### src/rtl/tran_bank_pkg.sv
// Shared configuration encoding for the tran_bank pass-switch lanes.
package tran_bank_pkg;

  localparam int unsigned LANE_CFG_BITS = 2;
  localparam int unsigned CFG_EN        = 1;
  localparam int unsigned CFG_DIR       = 0;

  localparam logic DIR_L2R = 1'b0;
  localparam logic DIR_R2L = 1'b1;

  // Field order matches the chain layout: en is the upper bit of each lane slot.
  typedef struct packed {
    logic en;
    logic dir;
  } lane_cfg_t;

endpackage

### src/rtl/tran_lane.sv
// One resolved pass-switch lane: out/oe muxing, both side keepers and a sticky contention flag.
module tran_lane
  import tran_bank_pkg::*;
(
  input  logic      clk,
  input  logic      reset,
  input  lane_cfg_t i_cfg,
  input  logic      i_clear,
  input  logic      i_left_in,
  input  logic      i_right_in,
  input  logic      i_left_drive,
  input  logic      i_right_drive,
  output logic      o_left_out,
  output logic      o_right_out,
  output logic      o_left_oe,
  output logic      o_right_oe,
  output logic      o_contention
);

  logic r_lkeep;
  logic r_rkeep;
  logic r_contention;
  logic w_l2r;
  logic w_r2l;
  logic w_set;

  assign w_l2r = i_cfg.en && (i_cfg.dir == DIR_L2R);
  assign w_r2l = i_cfg.en && (i_cfg.dir == DIR_R2L);
  // Conflict is judged on the receiving side only, against the config active this cycle.
  assign w_set = (w_l2r && i_right_drive) || (w_r2l && i_left_drive);

  always_comb begin
    o_left_out  = r_lkeep;
    o_right_out = r_rkeep;
    o_left_oe   = 1'b0;
    o_right_oe  = 1'b0;
    if (w_l2r) begin
      o_right_out = i_left_in;
      o_right_oe  = 1'b1;
    end else if (w_r2l) begin
      o_left_out = i_right_in;
      o_left_oe  = 1'b1;
    end
  end

  always_ff @(posedge clk) begin
    if (reset) begin
      r_lkeep      <= 1'b0;
      r_rkeep      <= 1'b0;
      r_contention <= 1'b0;
    end else begin
      if (w_l2r) r_rkeep <= i_left_in;
      if (w_r2l) r_lkeep <= i_right_in;
      r_contention <= w_set || (r_contention && !i_clear);
    end
  end

  assign o_contention = r_contention;

endmodule

### src/rtl/tran_bank.sv
// Bank of WIDTH pass-switch lanes behind a serially shifted, atomically committed config chain.
module tran_bank
  import tran_bank_pkg::*;
#(
  parameter int unsigned WIDTH = 8
) (
  input  logic             clk,
  input  logic             reset,
  input  logic             cfg_shift,
  input  logic             cfg_in,
  input  logic             cfg_commit,
  output logic             cfg_out,
  input  logic [WIDTH-1:0] left_in,
  input  logic [WIDTH-1:0] right_in,
  input  logic [WIDTH-1:0] left_drive,
  input  logic [WIDTH-1:0] right_drive,
  output logic [WIDTH-1:0] left_out,
  output logic [WIDTH-1:0] right_out,
  output logic [WIDTH-1:0] left_oe,
  output logic [WIDTH-1:0] right_oe,
  output logic [WIDTH-1:0] contention
);

  localparam int unsigned CHAIN_W = LANE_CFG_BITS * WIDTH;

  logic [CHAIN_W-1:0] r_shadow;
  logic [CHAIN_W-1:0] r_active;

  // Commit samples the shadow before this edge's shift lands.
  always_ff @(posedge clk) begin
    if (reset) begin
      r_shadow <= '0;
      r_active <= '0;
    end else begin
      if (cfg_shift)  r_shadow <= {r_shadow[CHAIN_W-2:0], cfg_in};
      if (cfg_commit) r_active <= r_shadow;
    end
  end

  assign cfg_out = r_shadow[CHAIN_W-1];

  for (genvar g = 0; g < WIDTH; g++) begin : g_lane
    lane_cfg_t w_cfg;
    assign w_cfg = lane_cfg_t'(r_active[LANE_CFG_BITS*g +: LANE_CFG_BITS]);

    tran_lane u_lane (
      .clk           (clk),
      .reset         (reset),
      .i_cfg         (w_cfg),
      .i_clear       (cfg_commit),
      .i_left_in     (left_in[g]),
      .i_right_in    (right_in[g]),
      .i_left_drive  (left_drive[g]),
      .i_right_drive (right_drive[g]),
      .o_left_out    (left_out[g]),
      .o_right_out   (right_out[g]),
      .o_left_oe     (left_oe[g]),
      .o_right_oe    (right_oe[g]),
      .o_contention  (contention[g])
    );
  end

endmodule

### config.mk
export PLATFORM = sky130hd
export DESIGN_NAME = tran_bank
export DESIGN_NICKNAME = d
export VERILOG_FILES = /design/src/rtl/tran_bank_pkg.sv /design/src/rtl/tran_lane.sv /design/src/rtl/tran_bank.sv
export SDC_FILE = /design/constraint.sdc
export NUM_CORES = 1
export LEC_CHECK = 0
export CAP_MARGIN = 20
export CORE_AREA = 2 2 70 72
export CTS_BUF_LIST = sky130_fd_sc_hd__clkbuf_16
export DETAILED_ROUTE_END_ITERATION = 10
export DIE_AREA = 0 0 72 74
export DONT_BUFFER_PORTS = 1
export PLACE_DENSITY = 0.76
export SYNTH_ARGS = -nofsm -noshare
export SYNTH_HDL_FRONTEND = slang
export SYNTH_SLANG_ARGS = --single-unit
### constraint.sdc
create_clock -name clk -period 1.15 [get_ports clk]
set_input_delay 0.115 -clock clk [delete_from_list [all_inputs] [get_ports clk]]
set_output_delay 0.115 -clock clk [all_outputs]
set_load 0.01 [all_outputs]
==> qor.yml <==
grt_use_total: 0.1536
yosysWarnings: 0
place_congestion: 0.7239
io_pins: 78
synth_nets: 296
p_int_mw: 2.767
crit_path_end_kind: "output port"
avgSynthCellArea_um2: 10.56
utilization: 0.6313
failed_checks: "hold timing, setup timing"
drt-wirelength-per-cell_um: 13.46
ys_seq_elements: 56
area_growth_pct: 6.178
route.detailed.drc: 0
grt_first_pass_wirelength_mm: 6.451
power.share.switching: 0.1871
ys_types: 14
hold_violations: 56
cts_made_buffers: 5
netlist_area_mm2: 0.002734
cp_max_fo: 2
path_clk_slew_ps: 70
viasPerCell: 5.135
fin_crit_sh: 1.081
layout-drive-gt1-share: 0.4198
final.setup.worst_slack_ps: -92.85
layout_common_cells: "40 x nor2_1, 40 x dfxtp_1, 32 x mux2i_1"
hpwl_mm: 2.660
worst_pin_slew_ps: 149.5
startpoint_type: "register"
die_h_um: 74
ctsLongestPathBuffers: 2
grt_overflow_total: 0
fp.dieArea_mm2: 0.005328
dp_slack_ps: 15.94
grt_max_degree: 57
portBuffers: 0
min_period_ps: 1243
holdWs_ps: -103.2
die_x_um: 72
hp-class: "input pin to register"
stdcell_count: 297
first_iter_violations: 40
antenna_cells: 0
synthCells: 259
seq_power_share: 0.569
wl_mm: 3.999
final_cell_area_mm2: 0.002903
cts.sinks: 56
placed_area_mm2: 0.002520
root_buffer: "clkbuf_16"
total_power_mw: 3.403
drv_slew: 0
rows: 25
arrival_ps: 1130
start_util: 0.5946
fin_nets: 279
antenna_left: 0
p_switching_mw: 0.6367
fin_skew_ps: 3.644
fmax_ghz: 0.8046
place_inst: 274
crit_type: "register to output port"
relSlewSlack: 0.8975
p_leak_nw: 1.326
first_pass_iters: 2
cts_tree: "yes"
h-tree-depth: 2
fill_cells: 393
irDropWorstVdd_mv: 1.058
power_density_mw_per_mm2: 1172
grt_pass1_vias: 1496
cp.required_ps: 1030
clk_latency_ps: 280
clockPowerShare: 0.414
core-area_mm2: 0.004598
setup_viol: 13
status: "finished with violations"
ys_seq_area_frac: 0.4101
comb_power_share: 0.017
tns_ps: -748.3
vias: 1525
rsz0062_at_grt: "yes"
grt_antenna_before_repair: 0
max-cap-violations: 0
==> layer usage <==
| layer | global-route usage | share of wire | vias to the layer above |
|---|---|---|---|
| met5 | 0 | 0 | - |
| met4 | 0.04403 | 0.0090 | 0 |
| met3 | 0.04336 | 0.052 | 5 |
| met2 | 0.3014 | 0.54 | 38 |
| met1 | 0.1592 | 0.40 | 727 |
| li1 | - | - | 755 |
==> worst paths after layout <==
path	startpoint	endpoint	slack (ps)	cells past startpoint
worst max-delay path	r_active[5]	right_out[2]	-90	2
worst min-delay path	reset	g_lane[7].u_lane.r_rkeep	-100	1
worst max register to register	r_active[12]	g_lane[6].u_lane.o_contention	20	4
worst min register to register	r_shadow[14]	r_shadow[14]	530	2
==> final cells by class <==
type | instances | area [µm²] | share of cell area
clock buffer | 5 | 125.1 | 0.04310
timing repair buffer | 27 | 206.4 | 0.07112
multi-input combinational | 144 | 1301 | 0.4483
clock inverter | 3 | 13.76 | 0.004741
tap | 54 | 67.56 | 0.02328
inverter | 8 | 30.03 | 0.01034
sequential | 56 | 1159 | 0.3991
==> cells in the mapped netlist <==
library cell | n | area [µm²]
mux2_1 | 8 | 90.09
nor2b_2 | 8 | 70.07
mux2i_1 | 32 | 320.3
dfxtp_1 | 56 | 1121
buf_6 | 1 | 11.26
nor2_1 | 40 | 150.1
nor2b_4 | 16 | 220.2
nor2b_1 | 8 | 50.05
mux2_4 | 16 | 240.2
a21oi_1 | 8 | 40.04
buf_4 | 44 | 330.3
inv_1 | 8 | 30.03
buf_2 | 6 | 30.03
nand2_1 | 8 | 30.03
==> critical path: stages, from the launching register on <==
cell	delay (ps)
dfxtp_2	340
nor2b_4	170
mux2_4	340
==> sequential cells by signal, indices dropped and copies added (netlist names) <==
register and count:
g_lane.u_lane.r_lkeep 8, g_lane.u_lane.o_contention 8, r_shadow 16, r_active 16, g_lane.u_lane.r_rkeep 8
==> cell families (layout without fill, tap and decap cells) <==
group	Yosys count	count (layout)	share of synthesized area
flip-flops	56	56	0.4101
AO/OA/AOI/OAI	8	8	0.01465
buffers and inverters	59	43	0.1469
multiplexers	56	56	0.2380
AND/OR/NAND/NOR	80	80	0.1904
==> power groups by stage <==
stage / combinational [mW] / clock (mW) / sequential [mW]
after floorplan: 0.129 / 0 / 1.99
after global placement: 0.0507 / 0 / 2.00
after detailed placement: 0.0512 / 0 / 2.00
after CTS: 0.0544 / 1.46 / 1.94
after global routing: 0.0610 / 1.53 / 1.94
final: 0.0568 / 1.41 / 1.94
==> repair_timing <==
item,CTS,global route
setup endpoints to repair,16,19
resized for setup,39,8
pin swaps,0,2
hold endpoints to repair,56,56
buffers inserted,13,2
Power figures use the tool's default switching activity.
